[src/rtl/inv_ps_iter.sv]
// Iterative inverse Ascon substitution layer: LANES bit-columns per clock over a 5x64 state.
// Latency 64/LANES+1 edges from accept to valid_o; holds result in DONE while ready_i=0, ready_o only in IDLE.
module inv_ps_iter #(
    parameter int LANES = 8
) (
    input  logic              clock_i,
    input  logic              reset_i,
    input  logic              valid_i,
    output logic              ready_o,
    input  logic [4:0][63:0]  state_i,
    output logic              valid_o,
    input  logic              ready_i,
    output logic [4:0][63:0]  state_o,
    output logic              busy_o
);

    localparam int NGRP  = 64 / LANES;
    localparam int CNT_W = (NGRP > 1) ? $clog2(NGRP) : 1;

    generate
        if (LANES != 1 && LANES != 2 && LANES != 4 && LANES != 8 &&
            LANES != 16 && LANES != 32 && LANES != 64) begin : g_bad_lanes
            $error("inv_ps_iter: LANES must be a power of two between 1 and 64");
        end
    endgenerate

    typedef enum logic [1:0] {
        S_IDLE,
        S_RUN,
        S_DONE
    } fsm_t;

    fsm_t                fsm_q, fsm_d;
    logic [CNT_W-1:0]    col_cnt_q, col_cnt_d;
    logic [4:0][63:0]    work_q, work_d;

    // x is {w0,w1,w2,w3,w4} of one column, w0 in the MSB.
    function automatic logic [4:0] inv_sbox(input logic [4:0] x);
        logic [4:0] y;
        case (x)
            5'h00: y = 5'h14;  5'h01: y = 5'h1a;  5'h02: y = 5'h07;  5'h03: y = 5'h0d;
            5'h04: y = 5'h00;  5'h05: y = 5'h09;  5'h06: y = 5'h0e;  5'h07: y = 5'h12;
            5'h08: y = 5'h0a;  5'h09: y = 5'h06;  5'h0a: y = 5'h1d;  5'h0b: y = 5'h01;
            5'h0c: y = 5'h19;  5'h0d: y = 5'h15;  5'h0e: y = 5'h13;  5'h0f: y = 5'h1e;
            5'h10: y = 5'h18;  5'h11: y = 5'h16;  5'h12: y = 5'h0b;  5'h13: y = 5'h11;
            5'h14: y = 5'h03;  5'h15: y = 5'h05;  5'h16: y = 5'h1c;  5'h17: y = 5'h1f;
            5'h18: y = 5'h17;  5'h19: y = 5'h1b;  5'h1a: y = 5'h04;  5'h1b: y = 5'h08;
            5'h1c: y = 5'h0f;  5'h1d: y = 5'h0c;  5'h1e: y = 5'h10;  default: y = 5'h02;
        endcase
        return y;
    endfunction

    always_comb begin
        fsm_d     = fsm_q;
        col_cnt_d = col_cnt_q;
        work_d    = work_q;
        unique case (fsm_q)
            S_IDLE: begin
                if (valid_i) begin
                    work_d    = state_i;
                    col_cnt_d = '0;
                    fsm_d     = S_RUN;
                end
            end
            S_RUN: begin
                for (int l = 0; l < LANES; l++) begin : g_lane
                    logic [5:0] col;
                    logic [4:0] x;
                    logic [4:0] y;
                    col = 6'(int'(col_cnt_q) * LANES + l);
                    x   = {work_q[0][col], work_q[1][col], work_q[2][col],
                           work_q[3][col], work_q[4][col]};
                    y   = inv_sbox(x);
                    work_d[0][col] = y[4];
                    work_d[1][col] = y[3];
                    work_d[2][col] = y[2];
                    work_d[3][col] = y[1];
                    work_d[4][col] = y[0];
                end
                if (col_cnt_q == CNT_W'(NGRP - 1)) begin
                    col_cnt_d = '0;
                    fsm_d     = S_DONE;
                end else begin
                    col_cnt_d = col_cnt_q + CNT_W'(1);
                end
            end
            S_DONE: begin
                if (ready_i) begin
                    fsm_d = S_IDLE;
                end
            end
            default: fsm_d = S_IDLE;
        endcase
    end

    always_ff @(posedge clock_i or posedge reset_i) begin
        if (reset_i) begin
            fsm_q     <= S_IDLE;
            col_cnt_q <= '0;
            work_q    <= '0;
        end else begin
            fsm_q     <= fsm_d;
            col_cnt_q <= col_cnt_d;
            work_q    <= work_d;
        end
    end

    // Outputs decode registered state only, so no input reaches them combinationally.
    assign ready_o = (fsm_q == S_IDLE);
    assign busy_o  = (fsm_q == S_RUN);
    assign valid_o = (fsm_q == S_DONE);
    assign state_o = work_q;

endmodule
[config.mk]
export PLATFORM = sky130hd
export DESIGN_NAME = inv_ps_iter
export DESIGN_NICKNAME = d
export VERILOG_FILES = /design/src/rtl/inv_ps_iter.sv
export SDC_FILE = /design/constraint.sdc
export NUM_CORES = 1
export LEC_CHECK = 0
export ABC_CLOCK_PERIOD_IN_PS = 12000
export BUFFER_PORTS_ARGS = -buffer_cell sky130_fd_sc_hd__buf_2
export CORE_MARGIN = 8
export CORE_UTILIZATION = 35
export CTS_CLUSTER_SIZE = 10
export DETAILED_ROUTE_END_ITERATION = 7
export SETUP_SLACK_MARGIN = 0.05
export SYNTH_ARGS = -nofsm -noshare
export SYNTH_HDL_FRONTEND = slang
export SYNTH_SLANG_ARGS = --single-unit
[constraint.sdc]
create_clock -name clock_i -period 12 [get_ports clock_i]
set_input_delay 1.8 -clock clock_i [delete_from_list [all_inputs] [get_ports clock_i]]
set_output_delay 1.8 -clock clock_i [all_outputs]
set_load 0.005 [all_outputs]
* After elaboration in Yosys (flattened, before gate mapping) *
Memories as Yosys holds them, arrays and structs flattened.
Index checks and enable logic that the tools add are counted.
Widths: inputs -> output; s select.

storage, ports and cells
  word-level logic and storage cells = 210
  memory bits (read-only) = 1280
  output and inout port bits = 323
  memories = 8
  memory bits (writable) = 0
  register bits = 325
  bits in latches = 0
  input port bits = 324

memories
  memory           words  width  read ports  clocked after Yosys merged registers in  write ports  line  text
  (no name shown)  32     5      1           0                                        0            40    case (x)
  (no name shown)  32     5      1           0                                        0            40
  (no name shown)  32     5      1           0                                        0            40
  (no name shown)  32     5      1           0                                        0            40
  (no name shown)  32     5      1           0                                        0            40
  (no name shown)  32     5      1           0                                        0            40
  2 more memories  n/a    n/a    n/a         n/a                                      n/a          n/a

cells by class
  bitwise logic cells = 0
  $lt $le $gt $ge = 16
  shift-type cells = 0
  divide/modulo/power cells = 0
  add/subtract/negate cells = 8
  multiply operators = 0
  eq/ne operators = 6
  reductions and logical operators = 12
  mux-type cells = 153

operator list
  cell                 number
  $bwmux 64            40
  $pmux 320 s2         1
  $mux 320             1
  $bmux 1 s6           35
  $lt 6x7->1 const B   8
  $ge 6x1->1 const B   8
  $mux 1               48
  $demux 1 s6          7
  $mux 5               8
  $add 6x3->6 const B  4
  $bmux 1 s3           5
  $add 6x2->6 const B  2
  $logic_and 1x1->1    8
  $add 6x1->6 const B  1
  $mux 2               3
  $mux 3               2
  $pmux 2 s3           1
  $pmux 3 s2           1
  $ne 2x1->1 const B   2
  $add 3x1->3 const B  1
  $demux 1 s3          1
  $eq 3x3->1 const B   1
  $reduce_and 3->1     1
  $eq 2x1->1 const B   1
  5 further kinds      5

* Logic depth before layout (Yosys ltp) *
  depth in word-level cells = 13
  gate-level depth with buffers = 15
  mapped depth without buffers = 11

* Worst setup path after synthesis *
No wires, ideal clock.

  kind = input to register
  from = in valid_i
  to = reg work_q (netlist bit state_o[19])
  arrival time = 3.125 ns
  path slack = 8.752 ns
  buffers on the path = 4
  library setup time = 0.123 ns
  stages = 7
  data required time = 11.877 ns
  cells stage by stage = and2_1 clkbuf_1 clkbuf_1 clkbuf_1 clkbuf_1 nand2_1 o221a_2

between the ends
  longest elaborated chain between the ends = 2

ends and longest elaborated chain
  element                     line  text
  from (decl)                 8     input logic valid_i,
  $ne 2x2->1 (no line)        n/a
  $reduce_and 2->1 (no line)  n/a
  to (signal assigned)        104   work_q <= work_d;
  to (decl)                   35    logic [4:0][63:0] work_q, work_d;

No other way between the ends.
A chain may end at the register's enable or synchronous reset.

* Final worst setup path *
  from = reg col_cnt_q[2]
  to = reg work_q (netlist bit state_o[279])

between the ends
  longest elaborated chain between the ends = 13
  elaborated cells on any way between the ends = 147
  those cells by class = add/sub (7); order compare (14); mux (111); reduce/logical (7); memory (8)

ends and longest elaborated chain
  element                                                     line  text
  from (decl)                                                 34    logic [CNT_W-1:0] col_cnt_q, col_cnt_d;
  from (signal assigned)                                      103   col_cnt_q <= col_cnt_d;
  $add 6x1->6, or another cell as far along                   70    col = 6'(int'(col_cnt_q) * LANES + l);
  $bmux 1 s6, or another cell as far along                    71    x = {work_q[0][col], work_q[1][col], work_q[2][col],
  $mux 1 (not written as such), or another cell as far along  71
  $mem_v2 32x5, or another cell as far along                  n/a
  $mux 5, or another cell as far along                        57    unique case (fsm_q)
  $bwmux 64 (6 in series)                                     78    work_d[4][col] = y[0];
  $bwmux 64 *                                                 78
  $pmux 320 s2 *                                              57

Every way passes the cells marked *; elsewhere a longest branch is shown, timed or not. The select of a mux whose other input is x is not followed.

==> flow_summary.json <==
{
  "status": "completed",
  "clock_path_buffers": 3,
  "crit_path_frequent_cell": "buf_4",
  "seq_area_frac_synth": 0.424,
  "drv_slew": 0,
  "use_met1": 0.390,
  "cp_slowest_cell": "dfrtp_4",
  "clockRootBuffer": "clkbuf_16",
  "synth.most_common_cell": "dfrtp_1",
  "drt-pass1-iter-count": 5,
  "die_h_microns": 250,
  "wire_per_inst_microns": 32.1,
  "synth_top_area_frac": 0.424,
  "pre_cts_ws_ns": 6.86,
  "overflow": 0,
  "cts_resized": 0,
  "dpl.hpwl_mm": 73.4,
  "htree_levels": 2,
  "critPathBufInv": 3,
  "finalCritPeriodShare": 0.435,
  "busiest_layer": "met2",
  "grt_start_max_net_pins": 129,
  "drive_gt1_frac": 0.363,
  "holdBufCountCts": 0,
  "crit_path_start_kind": "flip-flop",
  "required_ns": 12.38,
  "cts_sinks": 325,
  "synth_top_family_by_area": "compound AO/OA/AOI/OAI gates",
  "grt_pass1_vias": 20700,
  "antenna_found_initial": 6,
  "syn_nets": 2277,
  "cts_tree": "yes",
  "final_antenna_net_count": 0,
  "drv_cap": 0,
  "synth_mux_area_frac": 0.131,
  "gp_congestion": 0.903,
  "cts.reportedPaths.clkPinSlew_ns": 0.06,
  "crit_path_max_fanout": 43,
  "final_core_util": 0.448,
  "port_buffers": 646,
  "via_count": 20000,
  "synth_ff_type": "dfrtp_1",
  "relSlewSlack": 0.197,
  "die_x_microns": 250,
  "vias_per_cell": 6.26,
  "drc_errors": 0,
  "hold_viol": 0,
  "reg2reg_slack_ns": 6.78,
  "synth_cell_types": 83,
  "syn-instance-count": 1903,
  "cpLargestDelayFamily": "buffers and inverters",
  "globalRouteMet2Util": 0.520,
  "synthArstFlopShare": 1.00,
  "worstPathArrival_ns": 5.60,
  "synth_area_sq_um": 19200,
  "synth-adder-area-share": 0.0326,
  "nNetsFinal": 2843,
  "grt_usage": 0.311,
  "start_util": 0.355,
  "fmax_mhz": 192,
  "areaGrowthSynthToFinish_pct": 26.3,
  "min_path_type": "flip-flop to flip-flop",
  "fp.coreArea_sq_um": 54000,
  "wl_mm": 102,
  "path_cells": "buf_4 -> buf_4 -> mux4_2 -> mux2i_2 -> ha_1 -> inv_1 -> nor3_1 -> a21oi_1 -> a22o_1 -> o21ai_1 -> o21ai_0",
  "setup_viol": 0,
  "critPathKind": "flip-flop to flip-flop",
  "yosysWarnings": 0,
  "synth-xor-area-share": 0.0102,
  "synth_edf_count": 0,
  "dr.first_iter.drc_count": 1967,
  "std_cell_rows": 85,
  "ios": 647,
  "use_met3": 0.0676,
  "rsz0062_at_grt": "false",
  "synth_compound_area_frac": 0.270,
  "grt_pass1_wl_mm": 146,
  "die-area_sq_um": 62500,
  "slowest_delay_ns": 0.72,
  "clock_latency_ns": 0.56,
  "synth_seq_cells": 325,
  "yosysTopAreaCell": "dfrtp_1",
  "setup_ws_ns": 6.78,
  "yosys.area_share.simple": 0.0852,
  "synthesis.area_per_instance_sq_um": 10.1,
  "postCtsSetupBuffers": 0,
  "synthTopCellsByArea": "dfrtp_1 (42%), a22oi_1 (8.0%), o21ai_0 (4.7%)",
  "skew_ns": 0.0213,
  "worstMarginPinSlew_ns": 1.20,
  "cts_buffers": 41,
  "min_period_ns": 5.22,
  "setup_tns_ns": 0,
  "endpoint_kind": "flip-flop",
  "synth_commonest_cells": "dfrtp_1 (325), a22oi_1 (205), o21ai_0 (181)"
}
final timing paths:
check,start,endpoint,cells past startpoint
setup / recovery,col_cnt_q[2]$_DFFE_PP0P_,state_o[279]$_DFFE_PP0P_,11
hold / removal,state_o[209]$_DFFE_PP0P_,state_o[209]$_DFFE_PP0P_,2
setup reg to reg,col_cnt_q[2]$_DFFE_PP0P_,state_o[279]$_DFFE_PP0P_,11
hold reg to reg,state_o[209]$_DFFE_PP0P_,state_o[209]$_DFFE_PP0P_,2
max in group asynchronous,reset_i,state_o[153]$_DFFE_PP0P_,4
min in group asynchronous,reset_i,state_o[257]$_DFFE_PP0P_,2
logic make-up (layout without fill, tap and decap cells):
kind of cell | Yosys count | in the layout
compound gates | 771 | 771
simple gates | 365 | 365
flops | 325 | 325
buf+inv | 191 | 773
mux | 183 | 183
fa+ha+maj | 50 | 50
xor+xnor | 18 | 18
other cells | 0 | 4
cells in the final DEF (no fill, tap or decap), types with 28 or more instances in the layout:
cell type	n
buf_4	32
a211oi_1	66
inv_1	28
a22o_1	44
mux2i_1	86
a21oi_1	115
mux4_2	37
dfrtp_1	322
o21ai_1	31
a21o_1	32
o21ai_0	181
and3_1	35
mux2_2	43
nor2_1	92
nand2_1	144
buf_2	646
ha_1	50
a22oi_1	205
clkbuf_16	43
cell type report:
cell class              instances  area (sq um)
well taps                     696           871
clock buffers                  53          1160
repair buffers                679          3490
fillers                      5323         29800
flip-flops and latches        325          8140
inverters                      35           141
multi-input cells            1387         10300
clock inverters                 6           111
diodes                          4          10.0
metal layers:
metal / vias to the layer above / routed length (microns)
li1: 8340 / -
met1: 10100 / 40100
met4: 0 / 3690
met2: 1259 / 49300
met3: 206 / 9050
met5: - / 0
worst reg2reg max path, delay by kind of cell, from the launching register on:
| family | cells | cell delay [ns] |
|---|---|---|
| compound gates | 4 | 1.21 |
| fa+ha+maj | 1 | 0.29 |
| buf+inv | 3 | 1.52 |
| flops | 1 | 0.72 |
| mux | 2 | 1.02 |
| simple gates | 1 | 0.28 |
state kept, by name (all words and copies together), names as in the netlist:
name       cells
col_cnt_q      3
state_o      320
fsm_q          2
metrics by stage:
step	hold slack, ns	area (sq um)	cells
after floorplan	0.492	19200	1903
after global placement	0.508	22900	3122
after detailed placement	0.509	22900	3122
after CTS	0.522	24200	3181
after global routing	0.546	24200	3183
final	0.519	24200	3185
Power is not shown: default switching activity piles up to over one toggle a cycle in this logic, so the estimate is an artifact.
